===== src/rtl/dtree_stream_harness.sv =====
// rtl/dtree_stream_harness.sv - streams feature beats into a vector for an external tree and tallies classes
module dtree_stream_harness #(
    parameter int NUM_FEAT    = 18,
    parameter int FEAT_W      = 8,
    parameter int CLASS_W     = 2,
    parameter int EVAL_CYCLES = 1,
    parameter int CNT_W       = 16
) (
    input  logic                            clk,
    input  logic                            rst_n,
    input  logic                            in_valid,
    output logic                            in_ready,
    input  logic [FEAT_W-1:0]               in_data,
    input  logic                            in_last,
    output logic [NUM_FEAT*FEAT_W-1:0]      feat_vec,
    input  logic [CLASS_W-1:0]              tree_class,
    output logic                            out_valid,
    input  logic                            out_ready,
    output logic [CLASS_W-1:0]              out_class,
    output logic                            out_err,
    input  logic                            cnt_clear,
    output logic [(2**CLASS_W)*CNT_W-1:0]   class_cnt
);
    localparam int NUM_CLASS = 2**CLASS_W;
    localparam int IDX_W     = $clog2(NUM_FEAT + 1);
    localparam int EV_W      = (EVAL_CYCLES > 1) ? $clog2(EVAL_CYCLES) : 1;

    typedef enum logic [1:0] {LOAD, EVAL, OUTPUT} state_t;

    state_t           state_q, state_d;
    logic [IDX_W-1:0] beat_idx;
    logic [EV_W-1:0]  eval_cnt;
    logic             frame_done;
    logic             err_q;
    logic             beat_acc;
    logic             eval_done;
    logic             out_hs;

    assign beat_acc  = in_valid && in_ready;
    assign eval_done = (state_q == EVAL) && (eval_cnt == EV_W'(EVAL_CYCLES - 1));
    assign out_hs    = out_valid && out_ready;
    assign out_err   = err_q;

    always_ff @(posedge clk or negedge rst_n) begin
        if (!rst_n) begin
            state_q <= LOAD;
        end else begin
            state_q <= state_d;
        end
    end

    // frame_done holds LOAD one extra cycle so the last beat's slice is settled before EVAL starts
    always_comb begin
        state_d   = state_q;
        in_ready  = 1'b0;
        out_valid = 1'b0;
        case (state_q)
            LOAD: begin
                in_ready = !frame_done;
                if (frame_done) begin
                    state_d = EVAL;
                end
            end
            EVAL: begin
                if (eval_done) begin
                    state_d = OUTPUT;
                end
            end
            OUTPUT: begin
                out_valid = 1'b1;
                if (out_ready) begin
                    state_d = LOAD;
                end
            end
            default: state_d = LOAD;
        endcase
    end

    always_ff @(posedge clk or negedge rst_n) begin
        if (!rst_n) begin
            feat_vec   <= '0;
            beat_idx   <= '0;
            eval_cnt   <= '0;
            frame_done <= 1'b0;
            err_q      <= 1'b0;
            out_class  <= '0;
        end else begin
            case (state_q)
                LOAD: begin
                    eval_cnt <= '0;
                    if (beat_acc) begin
                        for (int k = 0; k < NUM_FEAT; k++) begin
                            if (beat_idx == IDX_W'(k)) begin
                                feat_vec[k*FEAT_W +: FEAT_W] <= in_data;
                            end
                        end
                        // saturating at NUM_FEAT keeps overlong frames flagged however long they run
                        if (beat_idx != IDX_W'(NUM_FEAT)) begin
                            beat_idx <= beat_idx + 1'b1;
                        end
                        if (in_last) begin
                            frame_done <= 1'b1;
                            err_q      <= (beat_idx != IDX_W'(NUM_FEAT - 1));
                        end
                    end
                end
                EVAL: begin
                    frame_done <= 1'b0;
                    eval_cnt   <= eval_cnt + 1'b1;
                    if (eval_done) begin
                        out_class <= tree_class;
                    end
                end
                OUTPUT: begin
                    if (out_ready) begin
                        feat_vec <= '0;
                        beat_idx <= '0;
                        err_q    <= 1'b0;
                    end
                end
                default: ;
            endcase
        end
    end

    always_ff @(posedge clk or negedge rst_n) begin
        if (!rst_n) begin
            class_cnt <= '0;
        end else begin
            for (int c = 0; c < NUM_CLASS; c++) begin
                if (cnt_clear) begin
                    class_cnt[c*CNT_W +: CNT_W] <= '0;
                end else if (out_hs && !err_q && (out_class == CLASS_W'(c)) &&
                             (class_cnt[c*CNT_W +: CNT_W] != {CNT_W{1'b1}})) begin
                    class_cnt[c*CNT_W +: CNT_W] <= class_cnt[c*CNT_W +: CNT_W] + 1'b1;
                end
            end
        end
    end
endmodule


===== config.mk =====
export PLATFORM = sky130hd
export DESIGN_NAME = dtree_stream_harness
export DESIGN_NICKNAME = d
export VERILOG_FILES = /design/src/rtl/dtree_stream_harness.sv
export SDC_FILE = /design/constraint.sdc
export NUM_CORES = 1
export LEC_CHECK = 0
export ABC_AREA = 1
export BUFFER_PORTS_ARGS = -buffer_cell sky130_fd_sc_hd__buf_4
export CAP_MARGIN = 15
export CORE_MARGIN = 4
export CORE_UTILIZATION = 45
export DETAILED_ROUTE_END_ITERATION = 10
export GPL_ROUTABILITY_DRIVEN = 0
export PLACE_DENSITY = 0.68
export SETUP_SLACK_MARGIN = 0.05
export SYNTH_ARGS = -nofsm -noshare
export SYNTH_HDL_FRONTEND = slang
export SYNTH_SLANG_ARGS = --single-unit

===== constraint.sdc =====
create_clock -name clk -period 2.3 [get_ports clk]
set_clock_uncertainty 0.1 [all_clocks]
set_input_delay 0.115 -clock clk [delete_from_list [all_inputs] [get_ports clk]]
set_output_delay 0.115 -clock clk [all_outputs]
set_load 0.05 [all_outputs]

==> flow_metrics.env <==
export IMPL_hpwl_microns=19630
export IMPL_setup_tns_ns=0
export IMPL_fin_crit_ns=2.044
export IMPL_cap_violations=0
export IMPL_layout_commonest_cell="nand2_1"
export IMPL_final_setup_viol_count=0
export IMPL_placed_cells=1682
export IMPL_slew_headroom=0.6194
export IMPL_end_kind="flop"
export IMPL_synth_cell_types=34
export IMPL_wl_per_cell_microns=16.21
export IMPL_final_cell_area_sq_mm=0.01315
export IMPL_coreArea_sq_mm=0.02203
export IMPL_clock_fmax_mhz=489.3
export IMPL_critical_path_required_ns=2.58
export IMPL_syn_instance_count=1191
export IMPL_grt_pass1_wl_microns=45650
export IMPL_min_delay_path_class="in -> async"
export IMPL_wirelength_microns=28250
export IMPL_power_leakage_uw=0.006579
export IMPL_die_width_microns=158.2
export IMPL_synth_top_area_share=0.5423
export IMPL_tightest_slew_ns=0.5703
export IMPL_critical_path_slowest_cell="dfrtp_1"
export IMPL_area_growth_pct=29.55
export IMPL_synth_warnings=0
export IMPL_fill_cells=1944
export IMPL_syn_area_sq_mm=0.01015
export IMPL_die_h_microns=158.2
export IMPL_antenna_cells=0
export IMPL_cp_start_kind="flop"
export IMPL_fin_nets=1468
export IMPL_rows=54
export IMPL_fin_cells=1742
export IMPL_grt_max_degree=67
export IMPL_grt_pass1_vias=8577
export IMPL_crit_arrival_ns=2.32
export IMPL_multi_input_area_sq_mm=0.004090
export IMPL_syn_nets=1216
export IMPL_final_cell_mix="nand2_1 (401), buf_4 (250), dfrtp_1 (220)"
export IMPL_yosys_top_cells_area="dfrtp_1 (54%), nand2_1 (15%), nor2_1 (4.2%)"
export IMPL_avgSynthCellArea_sq_um=8.524
export IMPL_cts_path_max_buffers=3
export IMPL_report_power_total_uw=19690
export IMPL_crit_chain="buf_4 -> nor2_1 -> nand2_2 -> nand2_2 -> nor2_4 -> buf_4 -> o21ai_2 -> nand2_1 -> o21ai_0"
export IMPL_ff_latch_area_sq_mm=0.005505
export IMPL_path_clk_slew_ns=0.06
export IMPL_cts_root_buf="clkbuf_16"
export IMPL_slew_violations=0
export IMPL_io_pins=229
export IMPL_start_util=0.4609
export IMPL_drive_above_1_share=0.2291
export IMPL_hold_viol=0
export IMPL_port_buffers=228
export IMPL_slowest_delay_ns=0.36
export IMPL_drt_iter0_markers=442
export IMPL_drt_pass1_iterations=6
export IMPL_h_tree_depth=1
export IMPL_cts_sinks=220
export IMPL_grt_setup_unrepaired="false"
export IMPL_cts_resized=0
export IMPL_path_class="reg -> reg"
export IMPL_ant_nets=0
export IMPL_powerDensity_mw_per_mm2=1497
export IMPL_crit_fanout=16
export IMPL_grt_overflow_total=0
export IMPL_remaining_drc_errors=0
export IMPL_rr_worst_depth=9
export IMPL_clock_latency_ns=0.52
export IMPL_peakVddDrop_v=0.001112
export IMPL_seq_area_frac_synth=0.5423
export IMPL_fin_crit_sh=0.8886
export IMPL_dieArea_sq_mm=0.02503
export IMPL_status="finished, final reports clean"
export IMPL_cts_buffers=25
export IMPL_vias=8909
export IMPL_yosys_area_top_type="dfrtp_1"
export IMPL_place_area_sq_mm=0.01215
export IMPL_ys_ff_latch=220
export IMPL_cts_tree="yes"
export IMPL_vias_per_cell=5.114
export IMPL_antenna_found_initial=0
export IMPL_grt_use_total=0.2248
==> report_power, final <==
group / switching [uW] / internal, uW
Combinational: 7030 / 2550
Clock: 1650 / 2520
Sequential: 817 / 5120
==> metrics by stage <==
step / util / setup WS [ns] / hold slack (ns)
after floorplan: - / 0.1435 / -0.2806
after global placement: 0.5514 / 0.3058 / 0.002810
after detailed placement: 0.5514 / 0.2893 / -0.002440
after CTS: 0.5971 / 0.2251 / 0.005312
after global routing: 0.5971 / 0.1030 / 0.03287
final: 0.5971 / 0.2562 / 0.02433
==> repair_timing <==
action	CTS	global route
endpoints found under the hold margin	265	0
hold buffers	14	0
buffers inserted	0	0
==> cell usage after synthesis <==
cell and n:
a21oi_1 37, buf_1 1, buf_12 1, buf_2 18, buf_4 1, buf_6 14
clkbuf_1 8, clkinv_1 1, dfrtp_1 220, ha_1 9, inv_1 61, inv_2 4
nand2_1 401, nand2_2 3, nand2_4 5, nand3_1 44, nand3b_1 3, nand4_1 34
nor2_1 113, nor2_2 7, nor2_4 8, nor2_8 1, nor3_1 10, nor3_2 1
o211ai_1 6, o211ai_2 1, o21ai_0 77, o21ai_1 66, o21ai_2 1, o21ai_4 6
o21bai_1 6, or2_2 3, xnor2_1 2, xor2_1 18
==> kinds of logic after synthesis <==
kind of cell	Yosys count	synth area share
simple gates	633	0.2652
flops	220	0.5423
compound gates	200	0.1093
buf+inv	109	0.05484
xor+xnor	20	0.01725
fa+ha+maj	9	0.01109
==> state kept, by name (all words and copies together), names as in the netlist <==
register    cells
out_err         1
feat_vec      144
eval_cnt        1
out_class       2
frame_done      1
class_cnt      64
state_q         2
beat_idx        5
==> final timing paths <==
check | from | end | slack, ns
min in group clk | in_data[0] | feat_vec[40]$_DFFE_PN0P_ | 0.03
max in group asynchronous | rst_n | class_cnt[48]$_DFFE_PN0P_ | 1.33
worst min register to register | feat_vec[13]$_DFFE_PN0P_ | feat_vec[13]$_DFFE_PN0P_ | 0.39
worst max register to register | state_q[1]$_DFFE_PN0P_ | feat_vec[124]$_DFFE_PN0P_ | 0.26
worst max-delay path | state_q[1]$_DFFE_PN0P_ | feat_vec[124]$_DFFE_PN0P_ | 0.26
worst min-delay path | rst_n | class_cnt[8]$_DFFE_PN0P_ | 0.02
==> layout make-up <==
type                       instances  share of cell area
timing repair buffer             268              0.1591
inverter                          66             0.01884
multi-input combinational        862              0.3110
tap                              280             0.02664
clock inverter                    11             0.01170
clock buffer                      35             0.05422
sequential                       220              0.4186
==> worst max-delay path: cells and delay by family, from the launching register on <==
kind / cells / cell delay, ns
buffers and inverters: 2 / 0.58
AOI/OAI and AO/OA: 2 / 0.33
DFF: 1 / 0.36
and+or+nand+nor: 5 / 0.53
==> metal layers <==
layer	part of all wire	global-route usage	vias up
li1	-	-	4371
met1	0.43	0.3021	4247
met2	0.47	0.3641	248
met3	0.074	0.06288	43
met4	0.020	0.05443	0
met5	0	0	-
No activity file was read; power rests on OpenSTA's default activity.
